--- config.mk ---
export PLATFORM = sky130hd
export DESIGN_NAME = imem_loader_flat
export DESIGN_NICKNAME = d
export VERILOG_FILES = /design/src/rtl/imem_loader_if.sv /design/src/rtl/imem_loader.sv /design/src/flat_wrapper.sv
export SDC_FILE = /design/constraint.sdc
export NUM_CORES = 1
export LEC_CHECK = 0
export ABC_AREA = 1
export CORE_ASPECT_RATIO = 1.1
export CORE_MARGIN = 3
export CORE_UTILIZATION = 58
export DETAILED_ROUTE_END_ITERATION = 7
export HOLD_SLACK_MARGIN = 0.06
export PLACE_DENSITY = 0.94
export SLEW_MARGIN = 5
export SYNTH_ARGS = -nofsm -noshare
export SYNTH_HDL_FRONTEND = slang
export SYNTH_SLANG_ARGS = --single-unit
--- constraint.sdc ---
create_clock -name clk -period 3.72 [get_ports clk]
set_input_delay 0.558 -clock clk [delete_from_list [all_inputs] [get_ports clk]]
set_output_delay 0.558 -clock clk [all_outputs]
set_load 0.05 [all_outputs]
--- src/rtl/imem_loader_if.sv ---
// Byte-stream receive channel and instruction-memory write port of the boot loader.
// master is the loader side; slave is the byte source / memory side.
interface imem_loader_if #(
  parameter int unsigned ADDR_W = 6,
  parameter int unsigned DATA_W = 32
);
  logic [7:0]        rx_data;
  logic              rx_valid;
  logic              rx_ready;
  logic              wr_en;
  logic [ADDR_W-1:0] wr_addr;
  logic [DATA_W-1:0] wr_data;

  modport master (
    input  rx_data,
    input  rx_valid,
    output rx_ready,
    output wr_en,
    output wr_addr,
    output wr_data
  );

  modport slave (
    output rx_data,
    output rx_valid,
    input  rx_ready,
    input  wr_en,
    input  wr_addr,
    input  wr_data
  );
endinterface

--- src/rtl/imem_loader.sv ---
// Boot-time instruction-memory loader: [count][4*N big-endian data bytes][xor checksum],
// writes words from address 0 and releases cpu_hold only after a good checksum.
module imem_loader #(
  parameter int unsigned ADDR_W = 6,
  parameter int unsigned DATA_W = 32
) (
  input  logic          clk,
  input  logic          rst_n,
  input  logic          start,
  imem_loader_if.master bus,
  output logic          busy,
  output logic          done,
  output logic          err,
  output logic          cpu_hold
);

  localparam logic [2:0] StIdle = 3'd0;
  localparam logic [2:0] StHdr  = 3'd1;
  localparam logic [2:0] StData = 3'd2;
  localparam logic [2:0] StCsum = 3'd3;
  localparam logic [2:0] StDone = 3'd4;

  localparam logic [ADDR_W-1:0] AddrOne = {{(ADDR_W-1){1'b0}}, 1'b1};

  logic [2:0]        state_q, state_d;
  logic [1:0]        byte_cnt_q;
  logic [ADDR_W-1:0] last_idx_q;
  logic [ADDR_W-1:0] wr_addr_q;
  logic [7:0]        csum_q;
  logic [DATA_W-9:0] asm_q;
  logic              wr_en_q;
  logic [DATA_W-1:0] wr_data_q;
  logic              err_q;
  logic              hold_q;
  logic              hs;
  logic              start_ok;
  logic              word_end;

  assign busy     = (state_q == StHdr) || (state_q == StData) || (state_q == StCsum);
  assign done     = (state_q == StDone);
  assign err      = err_q;
  assign cpu_hold = hold_q;

  assign bus.rx_ready = busy;
  assign bus.wr_en    = wr_en_q;
  assign bus.wr_addr  = wr_addr_q;
  assign bus.wr_data  = wr_data_q;

  assign hs       = bus.rx_valid && bus.rx_ready;
  assign start_ok = start && ((state_q == StIdle) || (state_q == StDone));
  assign word_end = hs && (byte_cnt_q == 2'd3);

  // wr_addr doubles as the word index: the previous word's increment always lands
  // at least two cycles before the next word's fourth byte arrives.
  always_comb begin
    state_d = state_q;
    case (state_q)
      StIdle, StDone: if (start) state_d = StHdr;
      StHdr:          if (hs) state_d = StData;
      StData:         if (word_end && (wr_addr_q == last_idx_q)) state_d = StCsum;
      StCsum:         if (hs) state_d = StDone;
      default:        state_d = StIdle;
    endcase
  end

  always_ff @(posedge clk or negedge rst_n) begin
    if (!rst_n) begin
      state_q    <= StIdle;
      byte_cnt_q <= 2'd0;
      last_idx_q <= '0;
      wr_addr_q  <= '0;
      csum_q     <= 8'd0;
      asm_q      <= '0;
      wr_en_q    <= 1'b0;
      wr_data_q  <= '0;
      err_q      <= 1'b0;
      hold_q     <= 1'b1;
    end else begin
      state_q <= state_d;
      wr_en_q <= 1'b0;
      if (wr_en_q) wr_addr_q <= wr_addr_q + AddrOne;

      if (hs) begin
        csum_q <= csum_q ^ bus.rx_data;
        case (state_q)
          // count 0 wraps to an all-ones last index, i.e. 64 words
          StHdr: last_idx_q <= bus.rx_data[ADDR_W-1:0] - AddrOne;
          StData: begin
            byte_cnt_q <= byte_cnt_q + 2'd1;
            asm_q      <= {asm_q[DATA_W-17:0], bus.rx_data};
            if (byte_cnt_q == 2'd3) begin
              wr_en_q   <= 1'b1;
              wr_data_q <= {asm_q, bus.rx_data};
            end
          end
          StCsum: begin
            err_q  <= (bus.rx_data != csum_q);
            hold_q <= (bus.rx_data != csum_q);
          end
          default: ;
        endcase
      end

      if (start_ok) begin
        err_q      <= 1'b0;
        hold_q     <= 1'b1;
        csum_q     <= 8'd0;
        byte_cnt_q <= 2'd0;
        asm_q      <= '0;
        wr_addr_q  <= '0;
      end
    end
  end

endmodule

--- src/flat_wrapper.sv ---
// flat-port wrapper written by rule: the top's interface ports become plain ports
module imem_loader_flat 
#(
  parameter int unsigned ADDR_W = 6,
  parameter int unsigned DATA_W = 32
)
  (clk, rst_n, start, busy, done, err, cpu_hold, bus_rx_data, bus_rx_valid, bus_rx_ready, bus_wr_en, bus_wr_addr, bus_wr_data);
  imem_loader_if #(.ADDR_W(ADDR_W), .DATA_W(DATA_W)) bus_i ();
  input  logic clk;
  input  logic rst_n;
  input  logic start;
  output logic busy;
  output logic done;
  output logic err;
  output logic cpu_hold;
  input wire logic [$bits(bus_i.rx_data)-1:0] bus_rx_data;
  input wire logic [$bits(bus_i.rx_valid)-1:0] bus_rx_valid;
  output wire logic [$bits(bus_i.rx_ready)-1:0] bus_rx_ready;
  output wire logic [$bits(bus_i.wr_en)-1:0] bus_wr_en;
  output wire logic [$bits(bus_i.wr_addr)-1:0] bus_wr_addr;
  output wire logic [$bits(bus_i.wr_data)-1:0] bus_wr_data;
  assign bus_i.rx_data = bus_rx_data;
  assign bus_i.rx_valid = bus_rx_valid;
  assign bus_rx_ready = bus_i.rx_ready;
  assign bus_wr_en = bus_i.wr_en;
  assign bus_wr_addr = bus_i.wr_addr;
  assign bus_wr_data = bus_i.wr_data;
  imem_loader #(.ADDR_W(ADDR_W), .DATA_W(DATA_W)) u_core (.clk(clk), .rst_n(rst_n), .start(start), .bus(bus_i), .busy(busy), .done(done), .err(err), .cpu_hold(cpu_hold));
endmodule
==> results_dict.tcl <==
set metrics [dict create \
    ys_warn_count 0 \
    fin_skew_ns 0.00675 \
    htreeDepth 3 \
    cts_buffer_depth 2 \
    tns_ns 0 \
    final_cell_mix "dfrtp_1 (83), nand2_1 (72), inv_1 (58)" \
    p_per_area_nw_per_um2 687 \
    fmax_mhz 391 \
    routabilityCongestion 0.854 \
    yosys_register_bits 84 \
    crit_path_start "u_core.state_q[0]$_DFFE_PN0P_" \
    critical_path_class "reg2out" \
    cts_buffers 9 \
    slew_headroom_pct 31.1 \
    diodes 0 \
    hpwlAfterDp_um 5310 \
    hold_buffers 0 \
    insertion_delay_ns 0.35 \
    grt.total_usage_pct 23.7 \
    viasPerCell 5.44 \
    drv_cap 0 \
    cts_setup_buffers 0 \
    final_area_um2 4390 \
    drtAntennaViolNets 0 \
    crit_required_ns 3.16 \
    cp_data_arrival_time_ns 2.00 \
    routed-via-count 2753 \
    crit_path_start_kind "flip-flop" \
    drt_iter0_drc 236 \
    maxSlewViolCount 0 \
    avgSynthCellArea_um2 9.85 \
    die_height_um 89.4 \
    setup_violations 0 \
    leakagePower_nw 2.04 \
    finalCriticalPeriod_ns 2.56 \
    clk_pin_slew_worst_paths_ns 0.09 \
    die_area_um2 7310 \
    syn-instance-count 372 \
    core_area_um2 5950 \
    grt_antenna_before_repair 0 \
    drive_gt1_share_pct 13.5 \
    yosysSeqAreaShare_pct 57.4 \
    cts-resized-gates 0 \
    worstPathMaxFanout 3 \
    tightest_slew_ns 1.03 \
    timing.final.hold_violations 0 \
    wirelength_um 7750 \
    hold_class "in2async" \
    routedWlPerCell_um 15.3 \
    area_growth_pct 19.7 \
    port_buffers 55 \
    clock_sinks 84 \
    drt_first_pass_iters 5 \
    end_kind "output port" \
    reg2reg_from "u_core.state_q[2]$_DFFE_PN0P_" \
    rows 29 \
    cts-root-buf "clkbuf_8" \
    grt_pass1_vias 2773 \
    synth_area_um2 3660 \
    status "finished, final reports clean" \
    overflow 0 \
    io_pins 56 \
    placed_area_um2 4200 \
    grt_start_max_net_pins 85 \
    synth_cell_types 31 \
    fin_crit_sh_pct 68.8 \
    dieWidth_um 81.8 \
    rsz0062_at_grt "no" \
    synth_nets 387 \
    vdd_drop_max_v 0.000333 \
    drcViolationCount 0 \
    nets 439 \
    tritoncts "done" \
    initial_core_util_pct 61.6 \
    mostFrequentLayoutCell "dfrtp_1" \
    grt_pass1_wl_um 13000 \
]
## stage by stage
step	instances	utilization (%)	hold WS (ns)	power [mW]	setup WS, ns
after floorplan	372	-	0.262	2.08	1.85
after global placement	490	70.6	0.465	2.34	1.37
after detailed placement	490	70.6	0.472	2.40	1.27
after CTS	506	73.7	0.411	3.01	1.15
after global routing	506	73.7	0.464	3.19	1.07
final	506	73.7	0.363	3.01	1.16
## Yosys cell counts
master | n | area, µm²
a21oi_1 | 6 | 30.0
a31oi_1 | 1 | 6.26
buf_2 | 3 | 15.0
buf_4 | 1 | 7.51
buf_6 | 6 | 67.6
clkbuf_1 | 4 | 15.0
dfrtp_1 | 83 | 2080
dfstp_2 | 1 | 26.3
ha_1 | 3 | 37.5
inv_1 | 58 | 218
inv_4 | 1 | 6.26
nand2_1 | 72 | 270
nand2_2 | 1 | 6.26
nand2_4 | 1 | 11.3
nand3_1 | 19 | 95.1
nand3b_1 | 1 | 7.51
nand4_1 | 1 | 6.26
nor2_1 | 10 | 37.5
nor2_2 | 2 | 12.5
nor2_4 | 1 | 11.3
nor2b_1 | 1 | 6.26
nor3_1 | 8 | 40.0
nor3_4 | 1 | 16.3
nor4_1 | 1 | 6.26
o21ai_0 | 15 | 75.1
o21ai_1 | 1 | 5.00
o21ai_2 | 32 | 280
o22ai_1 | 24 | 150
or2_2 | 1 | 6.26
xnor2_1 | 7 | 61.3
xor2_1 | 6 | 52.6
## metal layers
| metal | up-vias | track usage, % | wire length (µm) |
|---|---|---|---|
| met5 | - | 0 | 0 |
| met4 | 0 | 10.6 | 178 |
| met3 | 19 | 2.82 | 328 |
| li1 | 1303 | - | - |
| met2 | 99 | 39.7 | 3930 |
| met1 | 1332 | 31.2 | 3310 |
## power breakdown
part	switching [mW]	leakage (nW)	internal, mW	total (mW)
combinational	0.784	0.808	0.358	1.14
clock	0.357	0.0925	0.254	0.611
sequential	0.132	1.13	1.13	1.26
total	1.27	2.04	1.74	3.01
## state kept, by name, indices dropped and copies added, names as in the netlist
name / count
u_core.bus.wr_addr: 6
u_core.err: 1
u_core.cpu_hold: 1
u_core.state_q: 3
u_core.last_idx_q: 6
u_core.bus.wr_data: 32
u_core.csum_q: 8
u_core.byte_cnt_q: 2
u_core.bus.wr_en: 1
u_core.asm_q: 24
## kinds of logic (layout without fill, tap and decap cells)
kind of cell	count (synthesis)	count (layout)	share of synthesized area [%]
DFF	84	84	57.4
adders and majority gates	3	3	1.02
buffers and inverters	73	130	8.98
and+or+nand+nor	120	120	14.5
xor gates and xnor gates	13	13	3.11
AOI/OAI and AO/OA	79	79	14.9
## final timing paths
path	endpoint	slack [ns]	cells past startpoint
min in group clk	u_core.bus.wr_data[0]$_DFFE_PN0P_	0.49	2
worst min register to register	u_core.bus.wr_data[0]$_DFFE_PN0P_	0.49	2
worst max-delay path	done	1.16	4
max in group asynchronous	u_core.asm_q[0]$_DFFE_PN0P_	2.69	1
worst max register to register	u_core.bus.wr_data[6]$_DFFE_PN0P_	1.81	6
worst min-delay path	u_core.csum_q[3]$_DFFE_PN0P_	0.36	1
## area by class of cell
type / instances / area, µm²
Clock inverter: 7 / 58.8
Fill cell: 398 / 1570
Timing Repair Buffer: 55 / 548
Tap cell: 77 / 96.3
Inverter: 59 / 224
Multi-Input combinational cell: 215 / 1230
Clock buffer: 9 / 124
Sequential cell: 84 / 2100
## critical path, stage by stage (launching register included)
cell	delay [ns]
dfrtp_1	0.43
nor2_1	0.20
inv_1	0.11
nor2_1	0.10
clkdlybuf4s50_1	0.81
No activity file was read; power rests on OpenSTA's default activity.
==> variant 1, RTL diff (config.mk and constraints unchanged) <==
`ADDR_W` is set to 6 in 3 places; all go to 5.
--- a/src/rtl/imem_loader_if.sv
+++ b/src/rtl/imem_loader_if.sv
@@ -1,7 +1,7 @@
 // Byte-stream receive channel and instruction-memory write port of the boot loader.
 // master is the loader side; slave is the byte source / memory side.
 interface imem_loader_if #(
-  parameter int unsigned ADDR_W = 6,
+  parameter int unsigned ADDR_W = 5,
   parameter int unsigned DATA_W = 32
 );
   logic [7:0]        rx_data;
--- a/src/rtl/imem_loader.sv
+++ b/src/rtl/imem_loader.sv
@@ -1,7 +1,7 @@
 // Boot-time instruction-memory loader: [count][4*N big-endian data bytes][xor checksum],
 // writes words from address 0 and releases cpu_hold only after a good checksum.
 module imem_loader #(
-  parameter int unsigned ADDR_W = 6,
+  parameter int unsigned ADDR_W = 5,
   parameter int unsigned DATA_W = 32
 ) (
   input  logic          clk,
--- a/src/flat_wrapper.sv
+++ b/src/flat_wrapper.sv
@@ -1,7 +1,7 @@
 // flat-port wrapper written by rule: the top's interface ports become plain ports
 module imem_loader_flat 
 #(
-  parameter int unsigned ADDR_W = 6,
+  parameter int unsigned ADDR_W = 5,
   parameter int unsigned DATA_W = 32
 )
   (clk, rst_n, start, busy, done, err, cpu_hold, bus_rx_data, bus_rx_valid, bus_rx_ready, bus_wr_en, bus_wr_addr, bus_wr_data);
Ports: changed (resized bus_wr_addr); port bits go from 56 to 55. No check against the original RTL was run, so the function may have changed too.
==> variant 1 against the original RTL <==
  * Via count fell by 6.0%
  * Worst setup slack got worse by 0.013 ns
  * Largest cell class unchanged
  * Sequential cell count fell by 2
  * First-iteration DRC count fell by 26%
  * Non-clock buffer count rose by 1
  * Clock skew rose by 0.0027 ns
  * Routed wire length fell by 9.7%
  * Critical endpoint is now bus_rx_ready
  * Design area fell by 3.4%
  * Area after synthesis fell by 3.7%
  * Combinational power fell by 7%
  * Count of clock-buffer cells in the layout rose by 5
  * Total power fell by 3.1%
  * Register-to-register slack improved by 0.12 ns
==> variant 1: results (changes against the original RTL) <==
GR Util met3=0.0298 (+0.00161); Final Skew=0.00948 ns (+0.00273 ns); DP Cell Count=469 (-4.3%); fraction of area in registers=0.485 (+0.00490); # fillers=431 (+8.3%); final period demand of the worst path=2.57 ns (+0.0126 ns); adder-cell share of the synthesized area=0.0106 (+0.000396); NonClk Buf Share=0.130 (+0.00553); # port buffers=54 (-1.8%); largest net degree at the start of global routing=83 (-2.4%); Lkg Pwr=0.00193 uW (-5.0%); met1 Use GR=0.298 (-0.0148); routed vias/inst=5.34 (-1.9%); GRT Util Overall=0.221 (-0.0163); fin util=0.725 (-0.0115); die width=80.4 um (-1.7%); complex-gate fraction of the synthesized area=0.142 (-0.00735); status=complete, no violations; layout cells sized above 1=0.110 (-0.0249); final cell count without fillers=485 (-4.2%); placer's final routability congestion estimate=0.790 (-7.4%); first-pass GRT wire length=11900 um (-8.6%); bufs w/o clock=56 (+1.8%); Peak VDD IR=614 uV (+84%); relative slew slack=0.349 (+0.0385); final WL=7000 um (-9.7%); pre-CTS WS=1.51 ns (+0.237 ns); Clock buffer cells=14 (+5); multi-input logic cell count=202 (-6.0%); DR WL met2=3580 um (-8.9%); Post-DP HPWL=4810 um (-9.4%); Synth Area in XOR/XNOR=0.0273 (-0.00376); Inverters=52 (-12%); router iterations before antenna repair=4 (-1)
[variant 1: report_power, final]
part / total (uW) / switching [uW] / internal, uW
clock network: 646 / 299 / 347
logic: 1060 / 718 / 343
registers: 1220 / 119 / 1100
total: 2920 / 1140 / 1790
[variant 1: how the worst min path moves through the flow]
stage                                                   from                                 end  slack, ns  depth (start not counted)
after global placement    u_core.bus.wr_data[11]$_DFFE_PN0P_  u_core.bus.wr_data[11]$_DFFE_PN0P_       0.47                          2
final                                                  rst_n  u_core.bus.wr_data[20]$_DFFE_PN0P_       0.36                          1
after detailed placement  u_core.bus.wr_data[11]$_DFFE_PN0P_  u_core.bus.wr_data[11]$_DFFE_PN0P_       0.47                          2
after floorplan                                        rst_n         u_core.asm_q[0]$_DFFE_PN0P_       0.26                          0
after global routing                                   rst_n  u_core.bus.wr_data[20]$_DFFE_PN0P_       0.45                          1
after CTS                                              rst_n         u_core.asm_q[3]$_DFFE_PN0P_       0.40                          1
==> variant 2, RTL diff (config.mk and constraints unchanged) <==
Made on the original files. Make the reset (`rst_n`) synchronous in one clocked block.
--- a/src/rtl/imem_loader.sv
+++ b/src/rtl/imem_loader.sv
@@ -63,7 +63,7 @@
     endcase
   end
 
-  always_ff @(posedge clk or negedge rst_n) begin
+  always_ff @(posedge clk) begin
     if (!rst_n) begin
       state_q    <= StIdle;
       byte_cnt_q <= 2'd0;
Function: differs if rst_n is asserted again (counterexample within 4 cycles, from zero or initial values and one cycle with rst_n low); with rst_n held inactive, the same outputs for 10 cycles.
==> variant 2 against the original RTL <==
  * Critical endpoint is now bus_rx_ready
  * Sequential cell count is the same
  * Area after synthesis shrank 5.7%
  * Hold slack gained 0.11 ns
  * Routed wire length is 3.3% higher
  * Final cell count grew 13%
  * Worst setup slack better by 0.095 ns
  * Design area fell by 4.6%
Power is not compared: it rests on default switching activity, and its combinational part moved more than twofold at a synthesized area within 25%.
==> variant 2: results (changes against the original RTL) <==
largest net degree at the start of global routing=54 (-36%); reg2reg start=u_core.state_q[1]$_SDFFE_PN0P_; first-pass GRT wire length=13300 um (+2.2%); DR WL met2=4000 um (+1.7%); multi-input logic area=1470 sq um (+20%); Netlist cell types=28 (-9.7%); met1 Use GR=0.296 (-0.0160); Met1 Wirelength=3320 um (+0.42%); worst min path class=register to register; GRT Util Overall=0.245 (+0.00796); adder-cell share of the synthesized area=0.0109 (+0.000624); Final nets=506 (+15%); Die Area=6920 sq um (-5.3%); status=complete, no violations; Placed Area=3990 sq um (-5.0%); syn_nets=461 (+19%); register area=1680 sq um (-20%); multi-input logic cell count=292 (+36%); area grow syn2layout=21.2%; GR Util met3=0.0383 (+0.0101); Met3 Wirelength=442 um (+35%); DRT iter0 DRCs=230 (-2.5%); Clock buffer cells=10 (+1); FFs & Latches=84 (unchanged); Clock Network Area Fraction=0.0461 (+0.00440); vias in the first global route=2930 (+5.7%); end point of the critical path=bus_rx_ready
==> variant 2: cell count changes in the layout (fill, tap and decap cells not counted), moves of 3 or more <==
| cell | unedited run | this run |
|---|---|---|
| dfxtp_1 | 0 | 84 |
| dfrtp_1 | 83 | 0 |
| a21oi_1 | 6 | 76 |
| nor2_1 | 10 | 44 |
| o21ai_2 | 32 | 0 |
| o22ai_1 | 24 | 0 |
| inv_1 | 58 | 42 |
| nor2_2 | 2 | 17 |
| o21ai_0 | 15 | 30 |
| inv_2 | 0 | 5 |
| nand2_1 | 72 | 67 |
| inv_6 | 3 | 0 |
| xnor2_1 | 7 | 4 |
==> variant 2: worst max-delay path, cell delays in order (launching register included) <==
cell	delay [ns]
dfxtp_1	0.40
inv_2	0.07
nand2_4	0.09
inv_2	0.06
nor2_1	0.11
clkdlybuf4s50_1	0.83
